## config.mk

```make
export PLATFORM = sky130hd
export DESIGN_NAME = seq_mul_reconstruct
export DESIGN_NICKNAME = d
export VERILOG_FILES = /design/src/rtl/seq_mul_reconstruct.sv
export SDC_FILE = /design/constraint.sdc
export NUM_CORES = 1
export LEC_CHECK = 0
export CAP_MARGIN = 0
export CORE_MARGIN = 10
export CORE_UTILIZATION = 60
export DETAILED_ROUTE_END_ITERATION = 12
export DONT_BUFFER_PORTS = 1
export PLACE_DENSITY_LB_ADDON = 0.25
export SLEW_MARGIN = 20
export SYNTH_ARGS = -nofsm -noshare
export SYNTH_HDL_FRONTEND = slang
export SYNTH_SLANG_ARGS = --single-unit
export TNS_END_PERCENT = 5
```

## constraint.sdc

```tcl
create_clock -name clk -period 3.8 [get_ports clk]
set_input_delay 0.76 -clock clk [delete_from_list [all_inputs] [get_ports clk]]
set_output_delay 0.76 -clock clk [all_outputs]
set_load 0.02 [all_outputs]
```

## src/rtl/seq_mul_reconstruct.sv

```systemverilog
// Shift-add reconstructor n = q*d + r; one operation in flight, W RUN cycles after accept, DONE holds result until out_ready.
// Optional macro APPROX_LSB_EN: the low APPROX_BITS of every add step are formed carry-free (XOR), carry into bit APPROX_BITS is dropped.
module seq_mul_reconstruct #(
    parameter int W           = 8,
    parameter int APPROX_BITS = 4
) (
    input  logic           clk,
    input  logic           rst,
    input  logic           in_valid,
    output logic           in_ready,
    input  logic [W-1:0]   q,
    input  logic [W-1:0]   d,
    input  logic [W-1:0]   r,
    output logic           out_valid,
    input  logic           out_ready,
    output logic [2*W-1:0] n,
    output logic           busy
);

    localparam int NW = 2 * W;
    localparam int CW = $clog2(W) + 1;

`ifdef APPROX_LSB_EN
    localparam bit APPROX_EN = 1'b1;
`else
    localparam bit APPROX_EN = 1'b0;
`endif

    // Bits of the sum that are built from carry-free cells; empty in the exact build.
    localparam logic [NW-1:0] LO_MASK =
        APPROX_EN ? NW'((64'd1 << APPROX_BITS) - 64'd1) : '0;

    typedef enum logic [1:0] {
        IDLE = 2'd0,
        RUN  = 2'd1,
        DONE = 2'd2
    } state_t;

    state_t          state;
    state_t          state_nxt;
    logic [NW-1:0]   acc;
    logic [W-1:0]    mreg;
    logic [NW-1:0]   dreg;
    logic [CW-1:0]   count;
    logic [NW-1:0]   addend;
    logic [NW-1:0]   sum;
    logic            last_step;

    assign addend    = mreg[0] ? (dreg << count) : '0;
    // Masking both operands keeps carries out of the low field from reaching the upper adder.
    assign sum       = ((acc & ~LO_MASK) + (addend & ~LO_MASK)) | ((acc ^ addend) & LO_MASK);
    assign last_step = (count == CW'(W - 1));

    always_ff @(posedge clk or posedge rst) begin
        if (rst) begin
            state <= IDLE;
        end else begin
            state <= state_nxt;
        end
    end

    always_comb begin
        state_nxt = state;
        case (state)
            IDLE:    if (in_valid)  state_nxt = RUN;
            RUN:     if (last_step) state_nxt = DONE;
            DONE:    if (out_ready) state_nxt = IDLE;
            default:                state_nxt = IDLE;
        endcase
    end

    always_comb begin
        in_ready  = (state == IDLE);
        out_valid = (state == DONE);
        busy      = (state == RUN) || (state == DONE);
    end

    always_ff @(posedge clk or posedge rst) begin
        if (rst) begin
            acc   <= '0;
            mreg  <= '0;
            dreg  <= '0;
            count <= '0;
            n     <= '0;
        end else begin
            case (state)
                IDLE: begin
                    if (in_valid) begin
                        mreg  <= q;
                        dreg  <= {{W{1'b0}}, d};
                        acc   <= {{W{1'b0}}, r};
                        count <= '0;
                    end
                end
                RUN: begin
                    acc   <= sum;
                    mreg  <= mreg >> 1;
                    count <= count + CW'(1);
                    // n only changes when a new result completes, so it survives the next RUN.
                    if (last_step) n <= sum;
                end
                default: begin
                end
            endcase
        end
    end

endmodule

```

; Word-level counts from Yosys, hierarchy flattened
; Cells that the tools add are included.
[totals]
reg_bits = 54
wordCells = 33
out_inout_bits = 19
in_bits = 28
[op_classes]
eq_ne = 6
n_addsub = 2
muxes = 11
n_reduce_logical = 7
n_shift = 1
[op_table]
columns = operator, n
row1 = two-way mux 16 bit, 2
row2 = one-hot mux 16 bit (2 select lines), 1
row3 = adder 16 bit, 1
row4 = one-hot mux 8 bit (2 select lines), 1
row5 = << shifter 8 x 4 -> 16 bit, 1
row6 = two-way mux 8 bit, 1
row7 = one-hot mux 4 bit (2 select lines), 1
row8 = two-way mux 2 bit, 3
row9 = one-hot mux 2 bit (3 select lines), 1
row10 = AND reduction 2 bit, 3
row11 = "adder 4 x 1 -> 4 bit, second input constant", 1
row12 = "equality test 4 x 3 -> 1 bit, second input constant", 1
row13 = two-way mux 4 bit, 1
row14 = "inequality test 2 bit, second input constant", 2
row15 = AND reduction 3 bit, 1
row16 = "equality test 2 x 1 -> 1 bit, second input constant", 1
row17 = "equality test 2 bit, second input constant", 1
row18 = logical NOT 2 bit, 1
row19 = "inequality test 2 x 1 -> 1 bit, second input constant", 1
row20 = nonzero test 2 bit, 1
row21 = logical OR 1 bit, 1

; Logic depth before layout (Yosys ltp)
; Gate-level depths: netlist (run 1).
[depth]
word_depth = 4
depth_mapped = 16
mapped_depth_nobuf = 13

; Worst setup path after synthesis (run 1)
; No wires, ideal clock.
[synth_timing]
path_type = reg2reg
startpoint = register count[1]
endpoint = register n[14]
stages_incl_launch_ff = 14
setup_time_ns = 0.070
arrival_time_ns = 3.003
setup_slack_ns = 0.728
t_required_ns = 3.730
n_path_buf = 2
period_less_slack_ns = 3.072
cell_sequence = dfrtp_1 buf_2 buf_2 mux2_2 mux2i_1 o21ai_0 nor2b_1 ha_1 nand3_1 a211oi_2 o41ai_2 a21bo_1 or4_1 nand3_1
[synth_between]
elab_chain_cells = 3
elab_cells_between_ends = 5
cone_classes = add/sub (1) / eq/ne (1) / shift (1) / mux (1) / reduce/logical (1)
[synth_lines]
columns = element, line_no
row1 = "start, declared", 44  ; logic [CW-1:0] count;
row2 = "start signal, assigned", 98  ; count <= count + CW'(1);
row3 = << shifter 8 x 4 -> 16 bit, 49  ; assign addend = mreg[0] ? (dreg << count) : '0;
row4 = two-way mux 16 bit, 49
row5 = adder 16 bit, 51  ; assign sum = ((acc & ~LO_MASK) + (addend & ~LO_MASK)) | ((acc ^ addend) & LO_MASK);
row6 = "end signal, assigned", 100  ; if (last_step) n <= sum;
row7 = "end, declared", 16  ; output logic [2*W-1:0] n,
; Parallel ways exist; a longest one is shown, timed or not.
; A chain may end at the register's enable or synchronous reset.

; Final worst setup path (run 1)
[layout_timing]
startpoint = register count[1]
endpoint = register n[15]
; The elaborated chain is that of the path after synthesis.

==> metrics.log, run 1 <==
[metrics] count of buffer and inverter cells on the critical path: 0
[metrics] CP startpoint kind: register
[metrics] transition time at the pin with the least slew margin: about 1 ns
[metrics] capturing point of the worst reg2reg path: n[15]
[metrics] Pwr Total: between 3000 and 4000 µW
[metrics] Max FO, Critical Path: 17
[metrics] width of the die: 98.09 µm
[metrics] depth of the critical timing path with buffers and inverters included: 11
[metrics] fraction of the yosys area taken by sequential cells: between 30% and 40%
[metrics] Initial DRT Pass Iterations: 5
[metrics] Power Dens Cells: between 900 and 1000 nW/µm²
[metrics] Avg Inst Size Synth: 8.690 µm²
[metrics] Netlist Area Pre-Place: about 3700 µm²
[metrics] global-route wire length before repair: approximately 15000 µm
[metrics] I/O pins: between 40 and 50
[metrics] Layout area overhead: 3.454%
[metrics] path class of the lowest-slack min-delay path: register to register
[metrics] quantity of gates resized following cts: 0
[metrics] combinational family with the most area after synthesis: compound AO/OA/AOI/OAI gates
[metrics] clock tree from TritonCTS: built
[metrics] post-DP HPWL: between 6000 and 7000 µm
[metrics] nets: between 400 and 500
[metrics] worst r2r path cells: 11
[metrics] Initial Util: around 62%
[metrics] DRT antenna net count: 0
[metrics] minimum period implied by the final worst setup slack: between 3 and 4 ns
[metrics] CP Cell Sequence: mux2_2 > o21ai_0 > o22ai_1 > and2_1 > ha_1 > nand3_1 > nor4_1 > o21ai_1 > and2_1 > or3_1 > nand3_1
[metrics] Clock Skew: between 0.01 and 0.015 ns
[metrics] leading cell type in the layout, fill and taps excluded: dfrtp_1
[metrics] Port-buffer cells: 0
[metrics] largest net degree at the start of global routing: 44
[metrics] critical path capture point: n[15]
[metrics] RSZ-0062 raised after global routing: false
[metrics] commonest non-fill, non-tap cells in the layout: 54 x dfrtp_1, 52 x nand2_1, 45 x o21ai_0, 27 x a21oi_1, 20 x nor2_1
[metrics] CP Capture Type: register
[metrics] maximum buffer depth of the clock tree: 2
[metrics] startpoint of the lowest-slack register-to-register path: count[1]
[metrics] final number of hold-violating endpoints: 0
[metrics] worst setup path class: register to register
[metrics] setup slack, reg-to-reg: between 0.2 and 0.3 ns
[metrics] floorplan row count: 28
[metrics] CP peak stage delay: around 0.73 ns
[metrics] VDD IR-drop max: approximately 550 µV
[metrics] Remaining Overflow, GRT: 0
[metrics] accumulated negative setup slack: 0 ns
[metrics] result of the run: finished, final reports clean
[metrics] total wire length after detailed routing: between 8000 and 9000 µm
[metrics] number of filler cells placed in the layout: roughly 500
[metrics] total of warnings raised by yosys: 0
[metrics] ratio of routed vias to standard cells: 6.294
[metrics] fraction of layout cells with a size suffix above 1: approximately 8.3%
[metrics] arrival time reported for the critical path endpoint: between 3 and 4 ns
[metrics] gate count of the mapped netlist: 421
[metrics] Sequential cell area: between 1000 and 1500 µm²
[metrics] timing startpoint of the critical path: count[1]
[metrics] synthesized-area fraction occupied by ao, oa, aoi and oai cells: approximately 22%
[metrics] adder-cell share of the synthesized area: under 10%
[metrics] most instantiated flip-flop cell in the synthesis netlist: dfrtp_1
[metrics] ys async rst share: between 90% and 100%
[metrics] die height: around 98 µm
[metrics] number of H-tree levels: 2
[metrics] worst skew pair latency: about 0.31 ns
[metrics] die area: ~9600 µm²
[metrics] placed inst area: approximately 3700 µm²
[metrics] Max Cap Violations: 0
[metrics] data required time of the worst path: 4.06 ns
[metrics] share of cell area taken by muxes after synthesis: 8.105%
[metrics] post-layout util: a little under two thirds
[metrics] number of buffers inserted to repair setup after CTS: 0
[metrics] total inserted antenna cells: 0
[metrics] achievable frequency: around 0.29 GHz
[metrics] CTS Hold Bufs: 0
[metrics] vias in the first global route: 2929
[metrics] RD Place Congestion: approximately 0.9
[metrics] Sinks on Clock Net: 54
[metrics] number of synthesized flops with an enable pin: 0
[metrics] count of final setup violators: 0
[metrics] xor/xnor cell area share of the yosys netlist: about 2.4%
[metrics] CTS root buf: clkbuf_8
[metrics] initial antenna violation count: 0
[metrics] flip-flop and latch count after synthesis: between 50 and 60
[metrics] final worst-path cycle share: between 90 and 100%
[metrics] final slew viol count: 0
[metrics] First DRT Iteration DRCs: about 170
[metrics] core box area: about 5900 µm²
[metrics] library cells used by synthesis: 54
[metrics] tightest slew margin relative to the limit: 32.93%
[metrics] category of cells accounting for the largest share of critical-path delay: simple AND/OR/NAND/NOR gates
[metrics] Net Count, Synth: ~470
[metrics] CTS buffer count: 5
[metrics] detail-routed net length per standard cell: 17.76 µm
[metrics] multi-input logic area: about 2100 µm²
[metrics] CTS clk-pin slew, worst paths: about 0.10 ns
[metrics] total global routing track utilization: approximately 18%
[metrics] slowest cell on the critical path: dfrtp_1
[metrics] DRC: 0
[metrics] Pleak: 0.001605 µW
[metrics] final cell area excluding filler cells: approximately 3800 µm²
[metrics] routed via count: a little over 3000
[metrics] simple-gate area share of the yosys netlist: 18.43%
## layer usage
layer / GRT usage, % / part of all wire, %
met4: 5.257 / 1.2
met2: 27.82 / 46
met3: 5.356 / 8.5
met1: 23.28 / 44
met5: 0 / 0
## per-stage QoR
stage	instances	worst slack [ns]	hold slack, ns
final	483	0.2933	0.4982
after CTS	483	0.3723	0.5038
after detailed placement	476	0.3770	0.4823
after global placement	476	0.4717	0.4734
after floorplan	421	0.7277	0.4563
after global routing	483	0.05665	0.5472
## synthesized netlist by cell type (all sizes together), types with 2 or more instances
cell type | n | area (µm²)
a211oi | 4 | 35.03
a21o | 3 | 22.52
a21oi | 27 | 135.1
a221oi | 3 | 26.28
a22o | 3 | 26.28
a22oi | 2 | 15.01
a31oi | 7 | 43.79
and2 | 6 | 37.54
and3 | 3 | 18.77
buf | 8 | 53.80
clkbuf | 17 | 63.81
dfrtp | 54 | 1351
ha | 19 | 237.7
inv | 18 | 67.56
mux2 | 14 | 157.7
mux2i | 9 | 93.84
mux4 | 2 | 45.04
nand2 | 52 | 195.2
nand2b | 9 | 56.30
nand3 | 10 | 50.05
nand3b | 12 | 90.09
nand4 | 4 | 25.02
nor2 | 20 | 75.07
nor2b | 8 | 50.05
nor3 | 8 | 40.04
o21a | 4 | 30.03
o21ai | 50 | 254.0
o21bai | 2 | 15.01
o22ai | 17 | 106.4
xnor2 | 6 | 52.55
xor2 | 4 | 35.03
## where the power goes
part | total [µW] | switching [µW] | internal, µW | leakage [µW]
combinational | 2190 | 1310 | 877 | 0.000868
sequential | 1040 | 264 | 781 | 0.000679
clock | 398 | 187 | 211 | 0.0000573
## kinds of logic (layout without fill, tap and decap cells)
logic type | after synthesis | after routing
mux | 25 | 25
simple gates | 137 | 137
buf+inv | 43 | 30
xor+xnor | 10 | 10
compound gates | 132 | 132
flops | 54 | 54
fa+ha+maj | 20 | 20
## worst min path at each step
stage | from | to | slack, ns | depth (start not counted)
2_1_floorplan | acc[10] | acc[10] | 0.46 | 2
3_3_place_gp | acc[12] | acc[12] | 0.47 | 2
3_5_place_dp | acc[12] | acc[12] | 0.48 | 2
4_1_cts | acc[12] | acc[12] | 0.50 | 2
5_1_grt | acc[11] | acc[11] | 0.55 | 2
6_report | acc[12] | acc[12] | 0.50 | 2
## registers in the layout, summed over array words and instances (netlist names)
register,count
acc,16
state,2
count,4
n,16
dreg,8
mreg,8
## worst register-to-register path, cell delays in order, from the launching register on
cell     delay [ns]
dfrtp_1        0.73
mux2_2         0.42
o21ai_0        0.34
o22ai_1        0.18
and2_1         0.20
ha_1           0.37
nand3_1        0.20
nor4_1         0.27
o21ai_1        0.18
and2_1         0.19
or3_1          0.30
nand3_1        0.09
## final cells by class
cell class,instances,share of cell area [%]
multi-input cells,324,56.07
well taps,75,2.479
flip-flops and latches,54,35.70
clock buffers,6,2.182
inverters,18,1.785
clock inverters,1,0.7934
repair buffers,5,0.9917
No activity file was read; power rests on OpenSTA's default activity.
==> run 2: changes to the inputs <==
--- a/config.mk
+++ b/config.mk
@@ -8,3 +8,3 @@
 export CAP_MARGIN = 0
-export CORE_MARGIN = 10
+export CORE_MARGIN = 4
 export CORE_UTILIZATION = 60
--- a/constraint.sdc
+++ b/constraint.sdc
@@ -3,2 +3,2 @@
 set_output_delay 0.76 -clock clk [all_outputs]
-set_load 0.02 [all_outputs]
+set_load 0.005 [all_outputs]
==> metrics.log, run 2 (same netlist as run 1, synthesis figures left out) <==
[metrics] Port-buffer cells: 0 (unchanged)
[metrics] Hold Crit Depth: 2 (unchanged)
[metrics] CTS clk-pin slew, worst paths: 0.09 ns (was 0.10 ns)
[metrics] quantity of gates resized following cts: 0 (unchanged)
[metrics] core box area: 5921 µm² (unchanged)
[metrics] accumulated negative setup slack: 0 ns (unchanged)
[metrics] fraction of layout cells with a size suffix above 1: 8.557% (was 8.333%)
[metrics] worst hold path startpoint: acc[13] (was acc[12])
[metrics] final number of hold-violating endpoints: 0 (unchanged)
[metrics] Pwr Total: 3595 µW (was 3633 µW)
[metrics] Sinks on Clock Net: 54 (unchanged)
[metrics] result of the run: finished, final reports clean (unchanged)
[metrics] highest metal used: met4 (unchanged)
[metrics] worst-case hold path end point: acc[13] (was acc[12])
[metrics] leading cell type in the layout, fill and taps excluded: dfrtp_1 (unchanged)
[metrics] achievable frequency: 0.2816 GHz (was 0.2852 GHz)
[metrics] maximum buffer depth of the clock tree: 2 (unchanged)
[metrics] total wire length after detailed routing: 8416 µm (was 8576 µm)
[metrics] worst skew pair latency: 0.31 ns (about the same)
[metrics] floorplan row count: 28 (unchanged)
[metrics] Pleak: 0.001609 µW (was 0.001605 µW)
[metrics] ratio of routed vias to standard cells: 6.411 (was 6.294)
[metrics] VDD IR-drop max: 474.0 µV (was 553.6 µV)
[metrics] vias in the first global route: 2984 (was 2929)
[metrics] Initial DRT Pass Iterations: 6 (was 5)
[metrics] Remaining Overflow, GRT: 0 (unchanged)
[metrics] total inserted antenna cells: 0 (unchanged)
[metrics] worst setup path class: register to register (unchanged)
[metrics] detail-routed net length per standard cell: 17.39 µm (was 17.76 µm)
[metrics] routed via count: 3103 (was 3040)
[metrics] largest net degree at the start of global routing: 48 (was 44)
[metrics] Clock Skew: 0.005484 ns (was 0.01386 ns)
[metrics] Initial Util: 61.79% (unchanged)
[metrics] CP startpoint kind: register (unchanged)
[metrics] Max FO, Critical Path: 17 (unchanged)
[metrics] transition time at the pin with the least slew margin: 0.9562 ns (was 0.9994 ns)
[metrics] CTS root buf: clkbuf_8 (unchanged)
[metrics] routed wl met2: 3864 µm (was 3979 µm)
[metrics] count of final setup violators: 0 (unchanged)
[metrics] met3 wire len: 503 µm (was 728 µm)
[metrics] Most common cell on crit path: nand3_1
[metrics] minimum period implied by the final worst setup slack: 3.551 ns (was 3.507 ns)
[metrics] met1 layer wirelength in the final routing: 3816 µm (was 3766 µm)
[metrics] post-layout util: 64.05% (was 63.93%)
[metrics] worst r2r path cells: 11 (unchanged)
[metrics] multi-input logic area: 2122 µm² (unchanged)
[metrics] DRT antenna net count: 0 (unchanged)
[metrics] leading registers by flop count: acc (16), n (16) (unchanged)
[metrics] First DRT Iteration DRCs: 274 (was 168)
[metrics] I/O pins: 47 (unchanged)
[metrics] Power Dens Cells: 948.0 nW/µm² (was 960.0 nW/µm²)
[metrics] slowest cell on the critical path: dfrtp_1 (unchanged)
[metrics] nets: 457 (was 456)
[metrics] number of filler cells placed in the layout: 506 (was 502)
[metrics] Layout area overhead: 3.659% (was 3.454%)
[metrics] die area: 7411 µm² (was 9621 µm²)
[metrics] CP Capture Type: register (unchanged)
[metrics] setup slack, reg-to-reg: 0.25 ns (was 0.29 ns)
[metrics] CP peak stage delay: 0.73 ns (about the same)
[metrics] startpoint of the lowest-slack register-to-register path: count[1] (unchanged)
[metrics] RD Place Congestion: 0.8918 (was 0.9230)
[metrics] commonest non-fill, non-tap cells in the layout: 54 x dfrtp_1, 52 x nand2_1, 46 x o21ai_0, 27 x a21oi_1, 20 x nor2_1 (was 54 x dfrtp_1, 52 x nand2_1, 45 x o21ai_0, 27 x a21oi_1, 20 x nor2_1)
[metrics] number of H-tree levels: 2 (unchanged)
[metrics] Sequential cell area: 1351 µm² (unchanged)
[metrics] final worst-path cycle share: 93.44% (was 92.28%)
[metrics] DRC: 0 (unchanged)
[metrics] CTS Hold Bufs: 0 (unchanged)
[metrics] capturing point of the worst reg2reg path: n[14] (was n[15])
[metrics] final slew viol count: 0 (unchanged)
[metrics] CTS buffer count: 5 (unchanged)
[metrics] timing startpoint of the critical path: count[1] (unchanged)
[metrics] total global routing track utilization: 24.01% (was 17.85%)
[metrics] arrival time reported for the critical path endpoint: 3.79 ns (was 3.76 ns)
[metrics] Max Cap Violations: 0 (unchanged)
[metrics] number of buffers inserted to repair setup after CTS: 0 (unchanged)
[metrics] width of the die: 86.09 µm (was 98.09 µm)
[metrics] clock tree from TritonCTS: built (unchanged)
[metrics] CP Cell Sequence: mux2_2 > mux2i_1 > o21ai_0 > nor2b_1 > ha_1 > nand3_1 > a211oi_2 > o41ai_2 > a21bo_1 > or4_1 > nand3_1 (was mux2_2 > o21ai_0 > o22ai_1 > and2_1 > ha_1 > nand3_1 > nor4_1 > o21ai_1 > and2_1 > or3_1 > nand3_1)
[metrics] worst hold slack across all endpoints: 0.5082 ns (was 0.4982 ns)
[metrics] data required time of the worst path: 4.04 ns (was 4.06 ns)
[metrics] tightest slew margin relative to the limit: 36.16% (was 32.93%)
[metrics] global-route wire length before repair: 14230 µm (was 14630 µm)
[metrics] initial antenna violation count: 0 (unchanged)
[metrics] die height: 86.09 µm (was 98.09 µm)
[metrics] post-DP HPWL: 6212 µm (was 6474 µm)
[metrics] path class of the lowest-slack min-delay path: register to register (unchanged)
[metrics] RSZ-0062 raised after global routing: false (unchanged)
[run 2: changes by cell type in the layout (fill, tap and decap cells not counted)]
| cell | previous run | this run |
|---|---|---|
| buf_4 | 5 | 6 |
| o21ai_1 | 4 | 3 |
| o21ai_0 | 45 | 46 |
[run 2: layout make-up]
type                    instances  area share (%)
multi-input cells             324           55.96
flip-flops and latches         54           35.63
well taps                      75           2.474
clock buffers                   6           2.177
inverters                      18           1.782
repair buffers                  6           1.188
clock inverters                 1          0.7918
[run 2: per-stage QoR]
step           cells  area, µm²  setup slack, ns
2_1_floorplan    421       3659           0.7277
3_3_place_gp     477       3680           0.3817
3_5_place_dp     477       3680           0.3214
4_1_cts          484       3792           0.3014
5_1_grt          484       3792         0.008625
6_report         484       3792           0.2491
[run 2: worst max path at each step]
stage,to,depth (start not counted)
floorplan,n[14],13
global placement,n[14],11
detailed placement,n[14],11
CTS,n[14],11
global route,acc[15],13
finish,n[14],11
[run 2: layer usage]
metal	track usage (%)	up-vias
met1	33.03	1469
met5	0	-
li1	-	1490
met4	9.209	0
met2	36.72	120
met3	5.668	24
[run 2: critical path, delay by kind of cell (launching register included)]
family	cells	cell delay, ns
adders and majority gates	1	0.40
and+or+nand+nor	4	0.90
muxes	2	0.66
AOI/OAI and AO/OA	4	0.80
DFF	1	0.73
[run 2: report_power, final]
group	total [µW]	switching, µW	internal [µW]	leakage (µW)
sequential	1010	230	781	0.000679
clock	393	182	211	0.0000573
combinational	2190	1310	881	0.000873
total	3600	1720	1870	0.00161
==> run 3: changes to the inputs <==
Settings changed: CELL_PAD_IN_SITES_DETAIL_PLACEMENT from default to 2, CELL_PAD_IN_SITES_GLOBAL_PLACEMENT from default to 2, CORE_UTILIZATION 60 to 39, RECOVER_POWER from default to 25.
==> metrics.log, run 3 (same netlist as run 1, synthesis figures left out) <==
[metrics] worst hold slack across all endpoints: 0.5100 ns (was 0.5082 ns)
[metrics] die area: 10990 µm² (was 7411 µm²)
[metrics] fraction of layout cells with a size suffix above 1: 9.443% (was 8.557%)
[metrics] number of placed instances, taps included: 516 (was 477)
[metrics] count of final setup violators: 0 (unchanged)
[metrics] worst skew pair latency: 0.31 ns (about the same)
[metrics] result of the run: complete, but fails checks (was finished, final reports clean)
[metrics] minimum period implied by the final worst setup slack: 3.520 ns (was 3.551 ns)
[metrics] number of buffers inserted to repair setup after CTS: 0 (unchanged)
[metrics] floorplan row count: 35 (was 28)
[metrics] Initial DRT Pass Iterations: 4 (was 6)
[metrics] quantity of gates resized following cts: 0 (unchanged)
[metrics] largest net degree at the start of global routing: 48 (unchanged)
[metrics] worst r2r path cells: 13 (was 11)
[metrics] violations in the final reports: capacitance limit, slew limit
[metrics] total wire length after detailed routing: 10960 µm (was 8416 µm)
[metrics] number of filler cells placed in the layout: 1053 (was 506)
[metrics] routed via count: 3169 (was 3103)
[metrics] global-route wire length before repair: 17960 µm (was 14230 µm)
[metrics] Power Dens Cells: 971.4 nW/µm² (was 948.0 nW/µm²)
[metrics] CTS buffer count: 5 (unchanged)
[metrics] clock tree from TritonCTS: built (unchanged)
[metrics] Pleak: 0.001606 µW (was 0.001609 µW)
[metrics] CP Capture Type: register (unchanged)
[metrics] final std cells w/o fill: 524 (was 484)
[metrics] Max Cap Violations: 1 (was 0)
[metrics] vias in the first global route: 3390 (was 2984)
[metrics] Remaining Overflow, GRT: 0 (unchanged)
[metrics] CTS root buf: clkbuf_8 (unchanged)
[metrics] width of the die: 104.9 µm (was 86.09 µm)
[metrics] core box area: 9196 µm² (was 5921 µm²)
[metrics] I/O pins: 47 (unchanged)
[metrics] CTS clk-pin slew, worst paths: 0.11 ns (was 0.09 ns)
[metrics] total inserted antenna cells: 0 (unchanged)
[metrics] nets: 460 (was 457)
[metrics] data required time of the worst path: 4.01 ns (was 4.04 ns)
[metrics] Max FO, Critical Path: 17 (unchanged)
[metrics] multi-input logic area: 2122 µm² (unchanged)
[metrics] commonest non-fill, non-tap cells in the layout: 53 x dfrtp_1, 52 x nand2_1, 45 x o21ai_0, 27 x a21oi_1, 20 x nor2_1 (was 54 x dfrtp_1, 52 x nand2_1, 46 x o21ai_0, 27 x a21oi_1, 20 x nor2_1)
[metrics] maximum buffer depth of the clock tree: 2 (unchanged)
[metrics] DRC: 0 (unchanged)
[metrics] die height: 104.9 µm (was 86.09 µm)
[metrics] setup slack, reg-to-reg: 0.28 ns (was 0.25 ns)
[metrics] accumulated negative setup slack: 0 ns (unchanged)
[metrics] placed inst area: 3747 µm² (was 3680 µm²)
[metrics] Clock Skew: 0.01273 ns (was 0.005484 ns)
[metrics] ratio of routed vias to standard cells: 6.048 (was 6.411)
[metrics] post-DP HPWL: 8180 µm (was 6212 µm)
[metrics] transition time at the pin with the least slew margin: 2.162 ns (was 0.9562 ns)
[metrics] DRT antenna net count: 0 (unchanged)
[metrics] tightest slew margin relative to the limit: -44.95% (was 36.16%)
[metrics] CP startpoint kind: register (unchanged)
[metrics] Layout area overhead: 4.925% (was 3.659%)
[metrics] Hold Crit Depth: 2 (unchanged)
[metrics] path class of the lowest-slack min-delay path: register to register (unchanged)
[metrics] RSZ-0062 raised after global routing: false (unchanged)
[metrics] leading registers by flop count: acc (16), n (16) (unchanged)
[metrics] RD Place Congestion: 0.8690 (was 0.8918)
[metrics] achievable frequency: 0.2841 GHz (was 0.2816 GHz)
[metrics] initial antenna violation count: 0 (unchanged)
[metrics] final slew viol count: 48 (was 0)
[metrics] detail-routed net length per standard cell: 20.92 µm (was 17.39 µm)
[metrics] number of H-tree levels: 2 (unchanged)
[metrics] final cell area excluding filler cells: 3839 µm² (was 3792 µm²)
[metrics] First DRT Iteration DRCs: 111 (was 274)
[metrics] Port-buffer cells: 0 (unchanged)
[metrics] Initial Util: 39.78% (was 61.79%)
[metrics] final worst-path cycle share: 92.64% (was 93.44%)
[metrics] arrival time reported for the critical path endpoint: 3.73 ns (was 3.79 ns)
[metrics] worst setup path class: register to register (unchanged)
[metrics] leading cell type in the layout, fill and taps excluded: dfrtp_1 (unchanged)
[metrics] CTS Hold Bufs: 0 (unchanged)
[metrics] VDD IR-drop max: 386.1 µV (was 474.0 µV)
[metrics] final number of hold-violating endpoints: 0 (unchanged)
[metrics] total global routing track utilization: 20.31% (was 24.01%)
[metrics] Sequential cell area: 1355 µm² (was 1351 µm²)
[metrics] Sinks on Clock Net: 54 (unchanged)
run 3: changes by cell type in the layout (fill, tap and decap cells not counted), sizes merged:
| cell | delta |
|---|---|
| inv | -1 |
| clkinv | +2 |
| buf | +3 |
| bufinv | -1 |
| clkinvlp | +1 |
run 3: worst max-delay path: stages, from the launching register on:
cell,delay [ns]
dfrtp_4,0.57
mux2_2,0.38
nand2_1,0.07
o21ai_0,0.14
o21ai_0,0.19
o22ai_1,0.12
and2_1,0.20
ha_1,0.34
a21oi_1,0.34
o21ai_0,0.19
a31oi_1,0.36
and2_1,0.22
o2111ai_1,0.13
a21o_1,0.16
run 3: stage by stage:
stage	utilization (%)	power (µW)	worst slack, ns
6_report	41.74	3729	0.2798
5_1_grt	41.74	4076	0.003840
4_1_cts	41.69	3733	0.07410
3_5_place_dp	40.75	3381	0.08057
3_3_place_gp	40.75	3248	0.2335
2_1_floorplan	-	2694	0.7277
run 3: final cells by class:
class / count / area share, %
repair buffers: 9 / 1.760
clock buffers: 6 / 1.890
well taps: 111 / 3.618
inverters: 18 / 1.793
multi-input cells: 324 / 55.28
flip-flops and latches: 54 / 35.30
clock inverters: 2 / 0.3585
run 3: final timing paths:
| path | startpoint | end |
|---|---|---|
| max | count[1] | acc[15] |
| min | n[11] | n[11] |
| max reg2reg | count[1] | acc[15] |
| min reg2reg | n[11] | n[11] |
| max in group asynchronous | rst | count[1] |
| min in group asynchronous | rst | dreg[2] |
run 3: power by group:
group          leakage, µW  internal, µW  switching [µW]
clock            0.0000452           131             204
sequential        0.000677           784             234
combinational     0.000884           903            1470
run 3: layer usage:
layer | GRT usage (%) | share of wire, % | vias to the layer above
met3 | 2.532 | 2.4 | 9
li1 | - | - | 1498
met1 | 28.43 | 49 | 1612
met2 | 33.87 | 48 | 50
met5 | 0 | 0 | -
met4 | 3.936 | 0.91 | 0
==> RTL edit, RTL diff (flow settings as in run 1) <==
Add a define of `APPROX_LSB_EN`.
--- a/src/rtl/seq_mul_reconstruct.sv
+++ b/src/rtl/seq_mul_reconstruct.sv
@@ -1,4 +1,6 @@
 // Shift-add reconstructor n = q*d + r; one operation in flight, W RUN cycles after accept, DONE holds result until out_ready.
 // Optional macro APPROX_LSB_EN: the low APPROX_BITS of every add step are formed carry-free (XOR), carry into bit APPROX_BITS is dropped.
+`define APPROX_LSB_EN
+
 module seq_mul_reconstruct #(
     parameter int W           = 8,
Formal check against the unedited RTL: not equivalent (Yosys sat finds a counterexample within 10 cycles, from zero or initial values and one cycle with rst high).
==> RTL edit against run 1 <==
  * Worst setup slack got worse by 0.0042 ns
  * Routed wire length is 13% lower
  * Total power fell by 17%
  * Sequential power decreased by 4%
  * Clock power decreased by 1%
  * Fmax decreased by 0.12%
  * Synthesized area decreased by 9.7%
  * Via count fell by 14%
  * Cell area decreased by 9.6%
  * Synthesized cell count shrank 14%
  * Sequential cell count did not move
  * Largest cell class unchanged
==> RTL edit: results (changes against run 1) <==
[global_routing]
gr-usage-met2=0.275  ; -0.00357
grt_start_max_net_pins=55  ; +25%
use_met1=0.224  ; -0.00833
grt_usage=0.175  ; -0.00350
antenna_found_initial=0  ; unchanged
grt_pass1_wl_mm=12.5  ; -14%
grt_util_met3=0.0456  ; -0.00800

[placement]
numPortBuffers=0  ; unchanged
place_area_um2=3310  ; -9.8%
hpwl_mm=5.26  ; -19%
globalplace.congestion=0.838  ; -9.2%

[critical_path]
r2r-start=count[1]
cp_slowest_cell=dfrtp_1
crit_arrival_ns=3.69  ; -0.07 ns
path_max_fanout=17  ; unchanged
critPathLaunch=count[1]
cp_slowest_stage_delay_ns=0.71  ; -0.02 ns

[layout]
final_nets=392  ; -14%
insertedDiodeCount=0  ; unchanged
drive_above_1_share=0.0860  ; +0.00263
top_regs=acc x16, n x16

[timing]
finalMaxSlewViolations=0  ; unchanged
fin_skew_ns=0.0151  ; +0.00127 ns
tightest_slew_ns=0.990  ; -0.00918 ns

[cts]
cts_root_buf=clkbuf_8
ctsLongestPathBuffers=2  ; unchanged
postCtsSetupRepairBufs=0  ; unchanged
clkSlewWorstSetupHoldPaths_ns=0.11
h-tree-depth=2  ; unchanged
cts_resized=0  ; unchanged
worstSkewPairLatency_ns=0.32
cts_made_buffers=5  ; unchanged

[outcome]
outcome=finished clean

[yosys]
seq_area_frac_synth=0.409  ; +0.0396
synth-compound-area-share=0.210  ; -0.0101
synth_nets=406  ; -13%
ys_types=43  ; -20%
synthTopCellsByCount=dfrtp_1 (54), nand2_1 (45), o21ai_0 (43)
synth_xor_area_frac=0.0371  ; +0.0132
post-synth-top-area-cell=dfrtp_1
synth-async-reset-ratio=1.00  ; unchanged
synthAdderAreaFrac=0.0629  ; -0.00760
yosysWarnings=0  ; unchanged
ys_top_cells_by_area=dfrtp_1 (41%), o21ai_0 (6.5%), ha_1 (5.7%)
synthMuxAreaShare=0.0992  ; +0.0182

[pwr]
p_sw_frac=0.461  ; -0.0248
p_leak_nw=1.48  ; -7.7%
irDropWorstVdd_mv=0.766  ; +38%

[detailed_routing]
vias=2607  ; -14%
firstDrtPassIters=4  ; -1
drt-total-wl_mm=7.45  ; -13%
drtIter0Drc=146  ; -13%

[hold_path]
min-delay-path-class=in -> async

## RTL edit: cell types whose count changed after synthesis, moves of 6 or more
| cell | run 1 | this run |
|---|---|---|
| nand2b_1 | 9 | 1 |
| xor2_1 | 4 | 10 |
| nand3_1 | 10 | 1 |
| nor3_1 | 8 | 0 |
| inv_1 | 18 | 11 |
| nand2_1 | 52 | 45 |
## RTL edit: area by class of cell
type	count	area (um2)
inverters	11	42.5
flip-flops and latches	54	1350
fillers	448	1820
clock inverters	2	37.5
multi-input cells	274	1820
well taps	70	87.6
repair buffers	2	15.0
clock buffers	6	72.6
## RTL edit: metal layers
layer  up-vias  routed length [um]
li1       1260                   -
met1      1257                3340
met2        76                3470
met3        14                 514
met4         0                 127
met5         -                   0
## RTL edit: path summary, 6_finish.rpt
kind	to	slack (ns)	cells after the start
min in group clk	acc[11]	0.50	2
max	acc[14]	0.29	11
max in group asynchronous	count[1]	2.75	1
min reg2reg	acc[11]	0.50	2
max reg2reg	acc[14]	0.29	11
min	n[4]	0.47	1
## RTL edit: kinds of logic after synthesis
family                     Yosys count
adders and majority gates           16
buffers and inverters               34
DFF                                 54
muxes                               27
xor gates and xnor gates            14
AOI/OAI and AO/OA                  119
and+or+nand+nor                     98
## RTL edit: per-stage QoR
step,cells,setup WS (ns)
global route,419,0.0198
finish,419,0.289
CTS,419,0.372
detailed placement,411,0.441
global placement,411,0.510
floorplan,362,0.888
## RTL edit: worst max-delay path: cells and delay by family (launching register included)
family | cells | cell delay [ns]
muxes | 1 | 0.41
AOI/OAI and AO/OA | 7 | 1.40
DFF | 1 | 0.71
and+or+nand+nor | 1 | 0.19
xor gates and xnor gates | 1 | 0.21
adders and majority gates | 1 | 0.44
## RTL edit: power groups by stage
stage               Clock [W]  Combinational (W)  Sequential (W)
floorplan                   0            0.00138        0.000902
global placement            0            0.00157         0.00100
CTS                  0.000397            0.00162         0.00100
global route         0.000419            0.00182         0.00104
finish               0.000394            0.00163         0.00100
detailed placement          0            0.00161         0.00101
